## config.mk

```make
export PLATFORM = sky130hd
export DESIGN_NAME = spi_peripheral_flat
export DESIGN_NICKNAME = d
export VERILOG_FILES = /design/src/rtl/spi_peripheral_if.sv /design/src/rtl/spi_peripheral.sv /design/src/flat_wrapper.sv
export SDC_FILE = /design/constraint.sdc
export NUM_CORES = 1
export LEC_CHECK = 0
export BUFFER_PORTS_ARGS = -buffer_cell sky130_fd_sc_hd__buf_2
export CAP_MARGIN = 20
export CORE_ASPECT_RATIO = 0.8
export CORE_UTILIZATION = 57
export CTS_CLUSTER_DIAMETER = 120
export DETAILED_ROUTE_END_ITERATION = 10
export GPL_TIMING_DRIVEN = 0
export PLACE_DENSITY = 0.84
export SLEW_MARGIN = 20
export SYNTH_ARGS = -nofsm -noshare
export SYNTH_HDL_FRONTEND = slang
export SYNTH_SLANG_ARGS = --single-unit
```

## constraint.sdc

```tcl
create_clock -name i_clk -period 2.5 [get_ports i_clk]
set_input_delay 0.375 -clock i_clk [delete_from_list [all_inputs] [get_ports i_clk]]
set_output_delay 0.375 -clock i_clk [all_outputs]
set_load 0.005 [all_outputs]
```

## src/rtl/spi_peripheral_if.sv

```systemverilog
`default_nettype none
// ============================================================================
// Module      : spi_peripheral_if
// Description : Pin and host-side bundle for spi_peripheral. o_tx_underrun
//               is present only when SPI_PERIPHERAL_UNDERRUN_EN is defined.
// Revision    : 1.0 - initial release
// ============================================================================
interface spi_peripheral_if;
   logic [1:0] i_mode;
   logic       i_sclk;
   logic       i_cs_n;
   logic       i_copi;
   logic       o_cipo;
   logic       o_cipo_oe;
   logic [7:0] i_tx_data;
   logic       i_tx_load;
   logic       o_tx_ready;
   logic [7:0] o_rx_data;
   logic       o_rx_valid;
   logic       o_busy;
`ifdef SPI_PERIPHERAL_UNDERRUN_EN
   logic       o_tx_underrun;
`endif

   modport slave (
      input  i_mode, i_sclk, i_cs_n, i_copi, i_tx_data, i_tx_load,
      output o_cipo, o_cipo_oe, o_tx_ready, o_rx_data, o_rx_valid, o_busy
`ifdef SPI_PERIPHERAL_UNDERRUN_EN
      , output o_tx_underrun
`endif
   );

   modport master (
      output i_mode, i_sclk, i_cs_n, i_copi, i_tx_data, i_tx_load,
      input  o_cipo, o_cipo_oe, o_tx_ready, o_rx_data, o_rx_valid, o_busy
`ifdef SPI_PERIPHERAL_UNDERRUN_EN
      , input o_tx_underrun
`endif
   );
endinterface
`default_nettype wire

```

## src/rtl/spi_peripheral.sv

```systemverilog
`default_nettype none
// ============================================================================
// Module      : spi_peripheral
// Description : SPI peripheral (modes 0-3) oversampled in the i_clk domain,
//               with one-byte TX holding buffer and back-to-back byte support.
//               Optional macro SPI_PERIPHERAL_UNDERRUN_EN adds o_tx_underrun.
// Revision    : 1.0 - initial release
// ============================================================================
module spi_peripheral (
   input  logic            i_clk,
   input  logic            i_rst,
   spi_peripheral_if.slave bus
);

   typedef enum logic [1:0] {
      IDLE  = 2'd0,
      LOAD  = 2'd1,
      SHIFT = 2'd2,
      DONE  = 2'd3
   } state_t;

   state_t     r_state;
   state_t     w_state_nxt;

   logic       r_sclk_s1, r_sclk_s2, r_sclk_d;
   logic       r_cs_s1, r_cs_s2, r_cs_d;
   logic       r_copi_s1, r_copi_s2, r_copi_d;
   logic [1:0] r_sync_fill;
   logic       r_armed;
   logic [1:0] r_mode;

   logic [7:0] r_tx_buf;
   logic       r_tx_full;
   logic [7:0] r_tx_sr;
   logic       r_cipo;
   logic [6:0] r_rx_sr;
   logic [2:0] r_bit_cnt;
   logic [7:0] r_rx_data;
   logic       r_rx_valid;

   logic       w_cpol, w_cpha;
   logic       w_sclk_rise, w_sclk_fall;
   logic       w_lead, w_trail;
   logic       w_sample, w_shift;
   logic       w_cs_fall;
   logic       w_accept;
   logic       w_last_bit;
   logic [7:0] w_load_byte;

   assign w_cpol      = r_mode[1];
   assign w_cpha      = r_mode[0];
   assign w_sclk_rise = r_sclk_s2 & ~r_sclk_d;
   assign w_sclk_fall = ~r_sclk_s2 & r_sclk_d;
   assign w_lead      = w_cpol ? w_sclk_fall : w_sclk_rise;
   assign w_trail     = w_cpol ? w_sclk_rise : w_sclk_fall;
   assign w_sample    = w_cpha ? w_trail : w_lead;
   // CPHA=0: the first trailing edge seen in a byte belongs to the previous byte
   assign w_shift     = w_cpha ? w_lead : (w_trail & (r_bit_cnt != 3'd0));
   assign w_cs_fall   = r_armed & ~r_cs_s2 & r_cs_d;
   assign w_accept    = bus.i_tx_load & ~r_tx_full;
   assign w_last_bit  = (r_bit_cnt == 3'd7);
   assign w_load_byte = r_tx_full ? r_tx_buf : 8'h00;

   // Input synchronizers plus edge-detect stage
   always_ff @(posedge i_clk or posedge i_rst) begin
      if (i_rst) begin
         r_sclk_s1 <= 1'b0;
         r_sclk_s2 <= 1'b0;
         r_sclk_d  <= 1'b0;
         r_cs_s1   <= 1'b1;
         r_cs_s2   <= 1'b1;
         r_cs_d    <= 1'b1;
         r_copi_s1 <= 1'b0;
         r_copi_s2 <= 1'b0;
         r_copi_d  <= 1'b0;
      end else begin
         r_sclk_s1 <= bus.i_sclk;
         r_sclk_s2 <= r_sclk_s1;
         r_sclk_d  <= r_sclk_s2;
         r_cs_s1   <= bus.i_cs_n;
         r_cs_s2   <= r_cs_s1;
         r_cs_d    <= r_cs_s2;
         r_copi_s1 <= bus.i_copi;
         r_copi_s2 <= r_copi_s1;
         r_copi_d  <= r_copi_s2;
      end
   end

   // Chip select must be seen genuinely high after reset before a fall counts,
   // so a frame interrupted by reset is never picked up halfway through.
   always_ff @(posedge i_clk or posedge i_rst) begin
      if (i_rst) begin
         r_sync_fill <= 2'd0;
         r_armed     <= 1'b0;
         r_mode      <= 2'b00;
      end else begin
         if (r_sync_fill != 2'd3)
            r_sync_fill <= r_sync_fill + 2'd1;
         if ((r_sync_fill == 2'd3) && r_cs_s2)
            r_armed <= 1'b1;
         if (r_cs_s2)
            r_mode <= bus.i_mode;
      end
   end

   always_ff @(posedge i_clk or posedge i_rst) begin
      if (i_rst)
         r_state <= IDLE;
      else
         r_state <= w_state_nxt;
   end

   always_comb begin
      w_state_nxt = r_state;
      case (r_state)
         IDLE:    if (w_cs_fall) w_state_nxt = LOAD;
         LOAD:    w_state_nxt = SHIFT;
         SHIFT: begin
            if (r_cs_s2)
               w_state_nxt = IDLE;
            else if (w_sample && w_last_bit)
               w_state_nxt = DONE;
         end
         DONE:    w_state_nxt = r_cs_s2 ? IDLE : LOAD;
         default: w_state_nxt = IDLE;
      endcase
   end

   // TX holding buffer; a load accepted during LOAD lands after the transfer
   always_ff @(posedge i_clk or posedge i_rst) begin
      if (i_rst) begin
         r_tx_buf  <= 8'h00;
         r_tx_full <= 1'b0;
      end else begin
         if (w_accept)
            r_tx_buf <= bus.i_tx_data;
         r_tx_full <= w_accept | (r_tx_full & (r_state != LOAD));
      end
   end

   // Shift datapath
   always_ff @(posedge i_clk or posedge i_rst) begin
      if (i_rst) begin
         r_tx_sr    <= 8'h00;
         r_cipo     <= 1'b0;
         r_rx_sr    <= 7'h00;
         r_bit_cnt  <= 3'd0;
         r_rx_data  <= 8'h00;
         r_rx_valid <= 1'b0;
      end else begin
         r_rx_valid <= 1'b0;
         case (r_state)
            IDLE: begin
               r_cipo    <= 1'b0;
               r_bit_cnt <= 3'd0;
            end
            LOAD: begin
               r_bit_cnt <= 3'd0;
               if (w_cpha) begin
                  r_tx_sr <= w_load_byte;
               end else begin
                  r_cipo  <= w_load_byte[7];
                  r_tx_sr <= {w_load_byte[6:0], 1'b0};
               end
            end
            SHIFT: begin
               if (r_cs_s2) begin
                  r_bit_cnt <= 3'd0;
               end else begin
                  if (w_shift) begin
                     r_cipo  <= r_tx_sr[7];
                     r_tx_sr <= {r_tx_sr[6:0], 1'b0};
                  end
                  if (w_sample) begin
                     r_rx_sr   <= {r_rx_sr[5:0], r_copi_d};
                     r_bit_cnt <= r_bit_cnt + 3'd1;
                     if (w_last_bit) begin
                        r_rx_data  <= {r_rx_sr, r_copi_d};
                        r_rx_valid <= 1'b1;
                     end
                  end
               end
            end
            default: ;
         endcase
      end
   end

`ifdef SPI_PERIPHERAL_UNDERRUN_EN
   logic r_tx_underrun;

   always_ff @(posedge i_clk or posedge i_rst) begin
      if (i_rst)
         r_tx_underrun <= 1'b0;
      else if ((r_state == LOAD) && !r_tx_full)
         r_tx_underrun <= 1'b1;
      else if (w_accept)
         r_tx_underrun <= 1'b0;
   end

   assign bus.o_tx_underrun = r_tx_underrun;
`endif

   // CPHA=0 needs bit 7 visible while LOAD is still transferring the buffer
   assign bus.o_cipo     = ((r_state == LOAD) && !w_cpha) ? w_load_byte[7] : r_cipo;
   assign bus.o_cipo_oe  = r_armed & ~r_cs_s2;
   assign bus.o_busy     = r_armed & ~r_cs_s2;
   assign bus.o_tx_ready = ~r_tx_full;
   assign bus.o_rx_data  = r_rx_data;
   assign bus.o_rx_valid = r_rx_valid;

endmodule
`default_nettype wire

```

## src/flat_wrapper.sv

```systemverilog
// flat-port wrapper written by rule: the top's interface ports become plain ports
module spi_peripheral_flat 
  (i_clk, i_rst, bus_i_mode, bus_i_sclk, bus_i_cs_n, bus_i_copi, bus_i_tx_data, bus_i_tx_load, bus_o_cipo, bus_o_cipo_oe, bus_o_tx_ready, bus_o_rx_data, bus_o_rx_valid, bus_o_busy);
  spi_peripheral_if bus_i ();
  input  logic i_clk;
  input  logic i_rst;
  input wire logic [$bits(bus_i.i_mode)-1:0] bus_i_mode;
  input wire logic [$bits(bus_i.i_sclk)-1:0] bus_i_sclk;
  input wire logic [$bits(bus_i.i_cs_n)-1:0] bus_i_cs_n;
  input wire logic [$bits(bus_i.i_copi)-1:0] bus_i_copi;
  input wire logic [$bits(bus_i.i_tx_data)-1:0] bus_i_tx_data;
  input wire logic [$bits(bus_i.i_tx_load)-1:0] bus_i_tx_load;
  output wire logic [$bits(bus_i.o_cipo)-1:0] bus_o_cipo;
  output wire logic [$bits(bus_i.o_cipo_oe)-1:0] bus_o_cipo_oe;
  output wire logic [$bits(bus_i.o_tx_ready)-1:0] bus_o_tx_ready;
  output wire logic [$bits(bus_i.o_rx_data)-1:0] bus_o_rx_data;
  output wire logic [$bits(bus_i.o_rx_valid)-1:0] bus_o_rx_valid;
  output wire logic [$bits(bus_i.o_busy)-1:0] bus_o_busy;
  assign bus_i.i_mode = bus_i_mode;
  assign bus_i.i_sclk = bus_i_sclk;
  assign bus_i.i_cs_n = bus_i_cs_n;
  assign bus_i.i_copi = bus_i_copi;
  assign bus_i.i_tx_data = bus_i_tx_data;
  assign bus_i.i_tx_load = bus_i_tx_load;
  assign bus_o_cipo = bus_i.o_cipo;
  assign bus_o_cipo_oe = bus_i.o_cipo_oe;
  assign bus_o_tx_ready = bus_i.o_tx_ready;
  assign bus_o_rx_data = bus_i.o_rx_data;
  assign bus_o_rx_valid = bus_i.o_rx_valid;
  assign bus_o_busy = bus_i.o_busy;
  spi_peripheral u_core (.i_clk(i_clk), .i_rst(i_rst), .bus(bus_i));
endmodule
```

Word-level counts from Yosys, hierarchy flattened
Index checks and enable logic that the tools add are counted.
W data, S select, Z words.
Cells by class
  add/subtract/negate cells: 2
  $mul: 0
  div/mod/pow operators: 0
  $lt $le $gt $ge: 0
  eq/ne operators: 13
  shifts and indexed selects: 0
  multiplexer cells: 26
  bitwise logic cells: 12
  reductions and logical operators: 16
Operator list (count)
  $mux W8: 4
  $pmux W8 S2: 1
  $mux W1: 13
  $pmux W2 S4: 1
  $reduce_and A4 Y1: 2
  $and A1 B1 Y1: 7
  $eq A2 B2 Y1 const B: 3
  $mux W2: 3
  $mux W3: 2
  $ne A2 B1 Y1 const B: 3
  $ne A2 B2 Y1 const B: 3
  $ne A3 B1 Y1 const B: 2
  $pmux W3 S2: 1
  $reduce_and A3 Y1: 2
  $reduce_bool A3 Y1: 2
  $not A1 Y1: 4
  $reduce_and A2 Y1: 2
  $reduce_bool A2 Y1: 2
  $add A3 B1 Y3 const B: 1
  $eq A3 B3 Y1 const B: 1
  $logic_and A1 B1 Y1: 3
  $pmux W1 S3: 1
  $add A2 B1 Y2 const B: 1
  $eq A2 B1 Y1 const B: 1
  other kinds (4): 4
Word-level totals
  flip-flop bits (word level): 53
  latch bits: 0
  memory bits (writable): 0
  memory bits (read-only): 0
  logic and storage cells: 90
  memories: 0

Logic depth before layout (Yosys ltp)
Gate-level depths: netlist of the first run.
  depth in word-level cells: 8
  depth in mapped cells: 7
  gate-level depth less buffers: 6

Least setup slack after synthesis of the first run
No wires, ideal clock.
  kind: register -> register
  start: reg u_core.r_state[0]
  end: reg u_core.r_bit_cnt[0]
  library setup time: 0.125 ns
  arrival time: 2.042 ns
  path slack: 0.334 ns
  cell stages (with the launch flop): 8
  buffers on the path: 1
  clock period less this slack: 2.166 ns
  cell sequence: dfrtp_1 -> inv_1 -> ha_1 -> clkbuf_1 -> and4bb_2 -> mux2i_1 -> nor2_1 -> mux2_2
Between the ends
  cells in the longest elaborated chain, start to end: 4
  elaborated cells on any way between the ends: 8
RTL lines
  from (decl): line spi_peripheral.sv:22  | state_t r_state;
  from (signal assigned): line spi_peripheral.sv:110  | r_state <= w_state_nxt;
  $eq A2 B1 Y1 / $logic_not A2 Y1 (equally long branches): line spi_peripheral.sv:152  | case (r_state)
  $reduce_or A2 Y1 (no source line)
  $reduce_bool A2 Y1 (no source line)
  $reduce_and A2 Y1 (no source line)
  to (signal assigned): line spi_peripheral.sv:176  | r_bit_cnt <= r_bit_cnt + 3'd1;
  to (decl): line spi_peripheral.sv:37  | logic [2:0] r_bit_cnt;
Parallel ways exist; a longest one is shown, timed or not.
A chain may end at the register's enable or synchronous reset.

Worst setup path after layout of the first run
Same ends and word-level chain as after synthesis.

==> results.txt, run 1 <==
The leakage power came out at roughly 0.0014 uW. Timing would allow up to approximately 440 MHz. The worst min-delay path category is in2async. Sorting the synthesized cells by how often they occur yields 50 x sky130_fd_sc_hd__dfrtp_1, 35 x sky130_fd_sc_hd__mux2_2, 12 x sky130_fd_sc_hd__inv_1. The die covers 4520 sq um. The setup TNS is 0 ns. In this run the power density over the cells is 920 nW/um^2. The detailed placer's ending HPWL is 2840 um. The endpoint of the most critical setup path is u_core.r_bit_cnt[0]$_DFFE_PP0P_. The CTS buffer count came out at 5. The post-synthesis sequential element count is 53. Among all cell types in the netlist, the one instantiated most often is sky130_fd_sc_hd__dfrtp_1.

The worst slack after detailed placement is -0.0726 ns. The count of nets left with antenna violations once routing finished came out at 0. The clock latency on the worst-skew pair is about 0.3 ns.

The max-cap check violation count came out at 0. The worst register-to-register path ends at u_core.r_bit_cnt[0]$_DFFE_PP0P_. The most critical setup path has its startpoint at u_core.r_state[0]$_DFFE_PP0P_.

The global routing met3 resource utilization came out at 4.55%. For this run, global-route usage on met1 was measured as 31.7%. The startpoint identified for the worst register-to-register timing path is u_core.r_state[0]$_DFFE_PP0P_. The H-tree was split into 2 levels. The post-route fraction of the period consumed by the critical path came out at 91.6%. The via count of the first global-routing pass is between 1,000 and 1,500.

The number of antenna violations at the first check in global routing is 0. The worst path in the final design needs a cycle of 2.29 ns, including I/O delays and setup. The slack of the worst reg-to-reg path came out at 0.21 ns. The count of port buffers added during placement came out at 28. When the netlist entered floorplanning its net count stood at 211. The number of fill cells in the layout is 273. Setup repair after global routing left no endpoint under its margin. The peak per-stage delay on the critical path is a little under 0.5 ns. The longest clock path from root to sink contains 2 buffers. TritonCTS built the clock tree. The count of unique library cells instantiated by Yosys is 41. The boundary pin count is 29.

The worst slew margin relative to its limit came out at between 50% and 60%. The global-route usage over all layers came out at 20.7%. The final wirelength came out at 4020 um. The length of the first detailed-routing pass in iterations came out at 4. The antenna diode count came out at 0. The number of vias per cell came out at roughly 5.4. The die span in y is 60.3 um.

The ratio of cells with drive above 1 in the final layout is 37.7%. The number of pins with negative max-slew slack in the final report came out at 0. The leading register cell type out of synthesis is sky130_fd_sc_hd__dfrtp_1.

The largest net degree at the start of global routing is 37. The gate count of the mapped netlist came out at around 190. After clock tree synthesis, the clock-pin slew on the worst setup and hold paths is roughly 0.09 ns.

The hold violation count in the final report came out at 0. The worst hold slack after final layout came out at 0.0449 ns. The required time of the critical path is 2.75 ns. The share of the synthesized area in the top cell type came out at 51.6%. The minimum setup slack in the final design is 0.209 ns. After the last flow step, the layout net total stands at 247. In this run the mean area of a mapped cell was 13.0 sq um.

Setup violations remaining at the end of the flow were counted as 0. The setup skew after layout is 0.00780 ns. Cells fill 70.6% of the core in the end. The slowest stage of the critical path is the sky130_fd_sc_hd__dfrtp_1 cell. The tree is rooted in a sky130_fd_sc_hd__clkbuf_8. The sequential-to-total area share from yosys stat came out at a little over half.

The starting density of the core is 61.7%. The sum of internal, switching and leakage power came out at 2550 uW. The global placer's final weighted congestion came out at roughly 0.74. The floorplan has 20 rows. The die span in x came out at 74.9 um. For this run, global-route usage on met2 was measured as 29.2%. The worst-case reg-to-reg path depth is 7.

The peak supply drop came out at approximately 0.62 mV. The number of DRC markers in iteration 0 is 90. The top cell type by total area after synthesis is sky130_fd_sc_hd__dfrtp_1.

Data arrives at the worst endpoint at 2.54 ns. The count of flip-flops with a built-in enable after synthesis is 0. The DRC violations left is 0. The maximum fanout encountered on the critical timing path is 9. The routed via count is 1,514. The async set-or-reset flop fraction in the synthesized netlist came out at 100%. The average wire length per cell after detail routing came out at 14.5 um. The count of synthesis-stage warnings from yosys is 0. The critical path is of the reg2reg type.

The signal on the critical path passes through inv_1, ha_1, clkbuf_1, nor4bb_1, mux2i_4, nor2_1, mux2_2. The nature of the critical path endpoint is a register. The synthesized area came out at 2420 sq um.

The kind of start point of the critical path is a register. The core area is 3930 sq um. Compared with the post-synthesis result, the final layout area differs by 14.5%.

After global routing the overflow that remains totals 0. The first-pass GRT wire length is about 6800 um. The worst-margin pin slew came out at between 0.6 and 0.7 ns. Ranked by total cell area, the synthesized netlist is headed by sky130_fd_sc_hd__dfrtp_1 52%, sky130_fd_sc_hd__mux2_2 16%, sky130_fd_sc_hd__ha_1 4.6%.

The clock sink count came out at 53. The run finished with clean final reports. After global routing, the most crowded layer is met1.
report_power, final:
group	internal, uW	total (uW)	switching [uW]
logic	411	795	384
registers	1040	1190	157
clock network	297	561	264
total	1750	2550	805
routing by layer:
layer / up-vias / wire [um]
met1: 750 / 2070
li1: 734 / -
met3: 7 / 108
met2: 23 / 1790
met4: 0 / 49
met5: - / 0
repair_timing:
item / in CTS / in global routing
setup buffers: 0 / 0
hold buffers: 0 / 0
setup endpoints to repair: 9 / 9
resized for setup: 1 / 3
sequential cells by signal, indices dropped and copies added, names as in the netlist, 2 cells and up:
signal                count
u_core.r_sync_fill        2
u_core.r_rx_sr            7
u_core.bus.o_rx_data      8
u_core.r_mode             2
u_core.r_bit_cnt          3
u_core.r_tx_buf           8
u_core.r_state            2
u_core.r_tx_sr            8
placed cells by master, fill, tap and decap left out, types with 2 or more instances in the layout:
cell type                  instances
sky130_fd_sc_hd__nor2_1            2
sky130_fd_sc_hd__buf_2            29
sky130_fd_sc_hd__clkbuf_1          4
sky130_fd_sc_hd__inv_1            11
sky130_fd_sc_hd__nor2b_1           4
sky130_fd_sc_hd__dfstp_2           3
sky130_fd_sc_hd__ha_1              9
sky130_fd_sc_hd__a21oi_1           3
sky130_fd_sc_hd__mux2_2           35
sky130_fd_sc_hd__nand2_1          11
sky130_fd_sc_hd__a221o_1           2
sky130_fd_sc_hd__a22o_1            2
sky130_fd_sc_hd__a31oi_1           2
sky130_fd_sc_hd__xnor2_1           2
sky130_fd_sc_hd__dfrtp_1          50
sky130_fd_sc_hd__o21ai_0           8
sky130_fd_sc_hd__a21o_1            2
sky130_fd_sc_hd__mux2i_1           9
sky130_fd_sc_hd__clkbuf_8          5
sky130_fd_sc_hd__nand3_1           2
critical path, delay by kind of cell (launching register included):
family | cells | cell delay [ns]
multiplexers | 2 | 0.41
buffers and inverters | 2 | 0.50
AND/OR/NAND/NOR | 2 | 0.69
flip-flops | 1 | 0.49
adder cells (fa/ha/maj) | 1 | 0.16
final cells by class:
| type | instances | area, sq um | share of cell area, % |
|---|---|---|---|
| clock inverter | 2 | 35.0 | 1.26 |
| sequential | 53 | 1330 | 47.9 |
| inverter | 12 | 45.0 | 1.62 |
| clock buffer | 6 | 72.6 | 2.62 |
| multi-input combinational | 114 | 1030 | 37.1 |
| tap | 55 | 68.8 | 2.48 |
| buffer | 7 | 32.5 | 1.17 |
| timing repair buffer | 29 | 160 | 5.77 |
kinds of logic (layout without fill, tap and decap cells):
| family | Yosys count | count (layout) | share of synthesized area [%] |
|---|---|---|---|
| xor gates and xnor gates | 2 | 2 | 0.723 |
| AOI/OAI and AO/OA | 30 | 30 | 9.40 |
| muxes | 45 | 45 | 20.4 |
| adders and majority gates | 9 | 9 | 4.65 |
| buffers and inverters | 19 | 56 | 3.15 |
| DFF | 53 | 53 | 54.9 |
| and+or+nand+nor | 28 | 28 | 6.82 |
how the worst min path moves through the flow:
stage / start / to / slack (ns) / depth (start not counted)
after detailed placement: u_core.r_copi_s2$_DFF_PP0_ / u_core.r_copi_d$_DFF_PP0_ / 0.34 / 0
after global placement: u_core.r_sclk_s1$_DFF_PP0_ / u_core.r_sclk_s2$_DFF_PP0_ / 0.33 / 0
after floorplan: u_core.r_copi_s2$_DFF_PP0_ / u_core.r_copi_d$_DFF_PP0_ / 0.33 / 0
after CTS: i_rst / u_core.r_tx_buf[1]$_DFFE_PP0P_ / 0.06 / 2
after global routing: i_rst / u_core.r_tx_buf[1]$_DFFE_PP0P_ / 0.07 / 2
final: i_rst / u_core.r_tx_buf[1]$_DFFE_PP0P_ / 0.04 / 2
metrics by stage:
stage / instances / cell area, sq um
3_3_place_gp: 269 / 2630
6_report: 278 / 2770
3_5_place_dp: 270 / 2650
2_1_floorplan: 186 / 2420
4_1_cts: 278 / 2760
5_1_grt: 278 / 2770
Note: power is estimated with default switching activity, not from simulation.
==> run 2: changes to the inputs <==
--- a/config.mk
+++ b/config.mk
@@ -7,7 +7,7 @@
 export LEC_CHECK = 0
 export BUFFER_PORTS_ARGS = -buffer_cell sky130_fd_sc_hd__buf_2
 export CAP_MARGIN = 20
-export CORE_ASPECT_RATIO = 0.8
+export CORE_ASPECT_RATIO = 1.4
 export CORE_UTILIZATION = 57
 export CTS_CLUSTER_DIAMETER = 120
 export DETAILED_ROUTE_END_ITERATION = 10
==> results.txt, run 2 (synthesized netlist as in run 1, its figures left out) <==
Leaving out fill and tap cells, the most frequent cell in the layout is sky130_fd_sc_hd__dfrtp_1. The via count of the first global-routing pass is 1,483. The clock latency on the worst-skew pair came out at 0.31 ns. The number of antenna violations at the first check in global routing came to 0. The average wire length per cell after detail routing is 14.3 um. The repair_antennas step left the layout with diodes totalling 0. The final reports fail on design-rule violations.

TritonCTS built the clock tree. In the layout the commonest cells are 50 x sky130_fd_sc_hd__dfrtp_1, 35 x sky130_fd_sc_hd__mux2_2, 29 x sky130_fd_sc_hd__buf_2. The number of pins with negative max-slew slack in the final report came to 0. The instance area after placement is ~2600 sq um. The maximum fanout encountered on the critical timing path came out at 9. The floorplan row count came out at 27. In the routed design, unresolved DRC markers number 4. For this design the static power due to leakage is between 0.001 and 0.0015 uW. The worst hold path belongs to the class in2async. STA classifies the critical path startpoint as a register. The largest net degree at the start of global routing is 29. The die span in x came out at 57.1 um. Setup violations remaining at the end of the flow were counted as 0. The count of H-tree levels built during CTS is 2. The top achievable clock speed came out at roughly 430 MHz. The area growth from synthesis to final layout came out at 13.9%. The number of DRC markers in iteration 0 came out at 56.

The flow ran to the end, but the final reports show violations. The boundary pin count came out at 29. The length of the first detailed-routing pass in iterations came out at 7. The tightest hold path in the finished design has a slack of 0.0931 ns. The number of vias per cell came out at between 5 and 6. The detailed placer's ending HPWL is roughly 2700 um. The detailed router placed 1,519 vias in this run.

The global placer's final weighted congestion is 0.760. The first-pass GRT wire length came out at 6600 um. The clock sink count is 53. STA classifies the critical path endpoint as a register. The post-route fraction of the period consumed by the critical path came out at 93.2%. The setup skew after layout came out at 0.00366 ns. The total power divided by cell area came out at between 900 and 1000 nW/um^2. The worst-margin pin slew came out at 0.582 ns. The clock root buffer master is sky130_fd_sc_hd__clkbuf_8. The number of cells after detailed placement is 258.

Data on the critical path is required at its endpoint by 2.71 ns. Prior to clock tree synthesis, the placed netlist has a worst setup slack of -0.0592 ns. In this run the deepest clock path goes through 2 buffers. The die area is approximately 4500 sq um.

The ratio of cells with drive above 1 in the final layout came out at 38.1%. The worst slew margin relative to its limit came out at 61.2%. The floorplan step defined a core boundary enclosing around 4000 sq um. The final layout contains 247 nets.

The clock-pin transition on the worst setup and hold timing paths is 0.10 ns. The starting density of the core came out at 60.8%. The count of port buffers added during placement came out at 28. The final cell utilization of the core is 69.3%. In the global route stage, overall resource usage came out at around a fifth. Once layout is done, the placed cells without fillers occupy 2760 sq um. The minimum setup slack in the final design came out at 0.171 ns.

The routed design could run at a clock period as short as 2.33 ns. The number of nets still failing antenna checks after routing is 0. Data arrives at the worst endpoint at 2.54 ns.

The setup fix buffers added after clock tree synthesis came out at 0. The die span in y is about 79 um. Setup repair after global routing left no endpoint under its margin. The max-cap check violation count is 0. Across the VDD grid, the largest voltage drop is 0.788 mV.

The type of the worst setup path is reg2reg. The total overflow left after global routing is 0. The count of cells in the finished layout, fillers not included, comes to between 200 and 300. The CTS buffer count came out at 5.

The hold violation count in the final report came out at 0. The final wirelength is 3810 um.
-- run 2: cell count changes in the layout (fill, tap and decap cells not counted) --
cell and change:
sky130_fd_sc_hd__clkbuf_1 -1, sky130_fd_sc_hd__inv_8 +1, sky130_fd_sc_hd__clkinv_2 -1, sky130_fd_sc_hd__mux2i_2 +1
sky130_fd_sc_hd__mux2i_4 -1, sky130_fd_sc_hd__clkinv_4 +1
-- run 2: power breakdown --
| group | internal [uW] | switching [uW] | leakage [uW] |
|---|---|---|---|
| sequential | 1040 | 149 | 0.000663 |
| combinational | 409 | 369 | 0.000638 |
| clock | 307 | 298 | 0.0000603 |
-- run 2: metrics by stage --
stage	setup TNS, ns	power, uW
4_1_cts	0	2580
3_5_place_dp	-0.0597	1970
3_3_place_gp	0	1950
5_1_grt	0	2730
2_1_floorplan	0	1790
6_report	0	2570
-- run 2: what timing repair did --
| action | CTS | global route |
|---|---|---|
| hold buffers | 0 | 0 |
| endpoints found under the setup margin | 5 | 8 |
| resized for setup | 1 | 2 |
-- run 2: per-layer routing --
metal / global-route usage [%] / vias to the layer above / part of all wire, %
met5: 0 / - / 0
met4: 8.05 / 0 / 1.9
met1: 24.0 / 747 / 44
met3: 4.89 / 7 / 3.2
li1: - / 735 / -
met2: 32.1 / 30 / 50
-- run 2: area by class of cell --
cell class                 count  area [sq um]
inverter                      12          45.0
sequential                    53          1330
multi-input combinational    114          1020
timing repair buffer          29           160
buffer                         7          32.5
clock buffer                   5          68.8
fill                         290          1220
tap                           43          53.8
clock inverter                 3          50.0
-- run 2: path summary, 6_finish.rpt --
path                                               startpoint                               to  slack, ns  depth (start not counted)
min in group i_clk                                 bus_i_cs_n         u_core.r_cs_s1$_DFF_PP1_       0.15                          1
worst max-delay path            u_core.r_state[0]$_DFFE_PP0P_  u_core.r_bit_cnt[0]$_DFFE_PP0P_       0.17                          7
max in group asynchronous                               i_rst         u_core.r_cs_s2$_DFF_PP1_       1.81                          3
worst min register to register     u_core.r_sclk_s1$_DFF_PP0_       u_core.r_sclk_s2$_DFF_PP0_       0.36                          0
worst max register to register  u_core.r_state[0]$_DFFE_PP0P_  u_core.r_bit_cnt[0]$_DFFE_PP0P_       0.17                          7
worst min-delay path                                    i_rst        u_core.r_copi_d$_DFF_PP0_       0.09                          2
-- run 2: critical path, stage by stage, from the launching register on --
cell	delay, ns
sky130_fd_sc_hd__dfrtp_1	0.51
sky130_fd_sc_hd__inv_1	0.14
sky130_fd_sc_hd__ha_1	0.21
sky130_fd_sc_hd__clkbuf_1	0.19
sky130_fd_sc_hd__and4bb_2	0.30
sky130_fd_sc_hd__mux2i_2	0.43
sky130_fd_sc_hd__nor2_1	0.16
sky130_fd_sc_hd__mux2_2	0.29
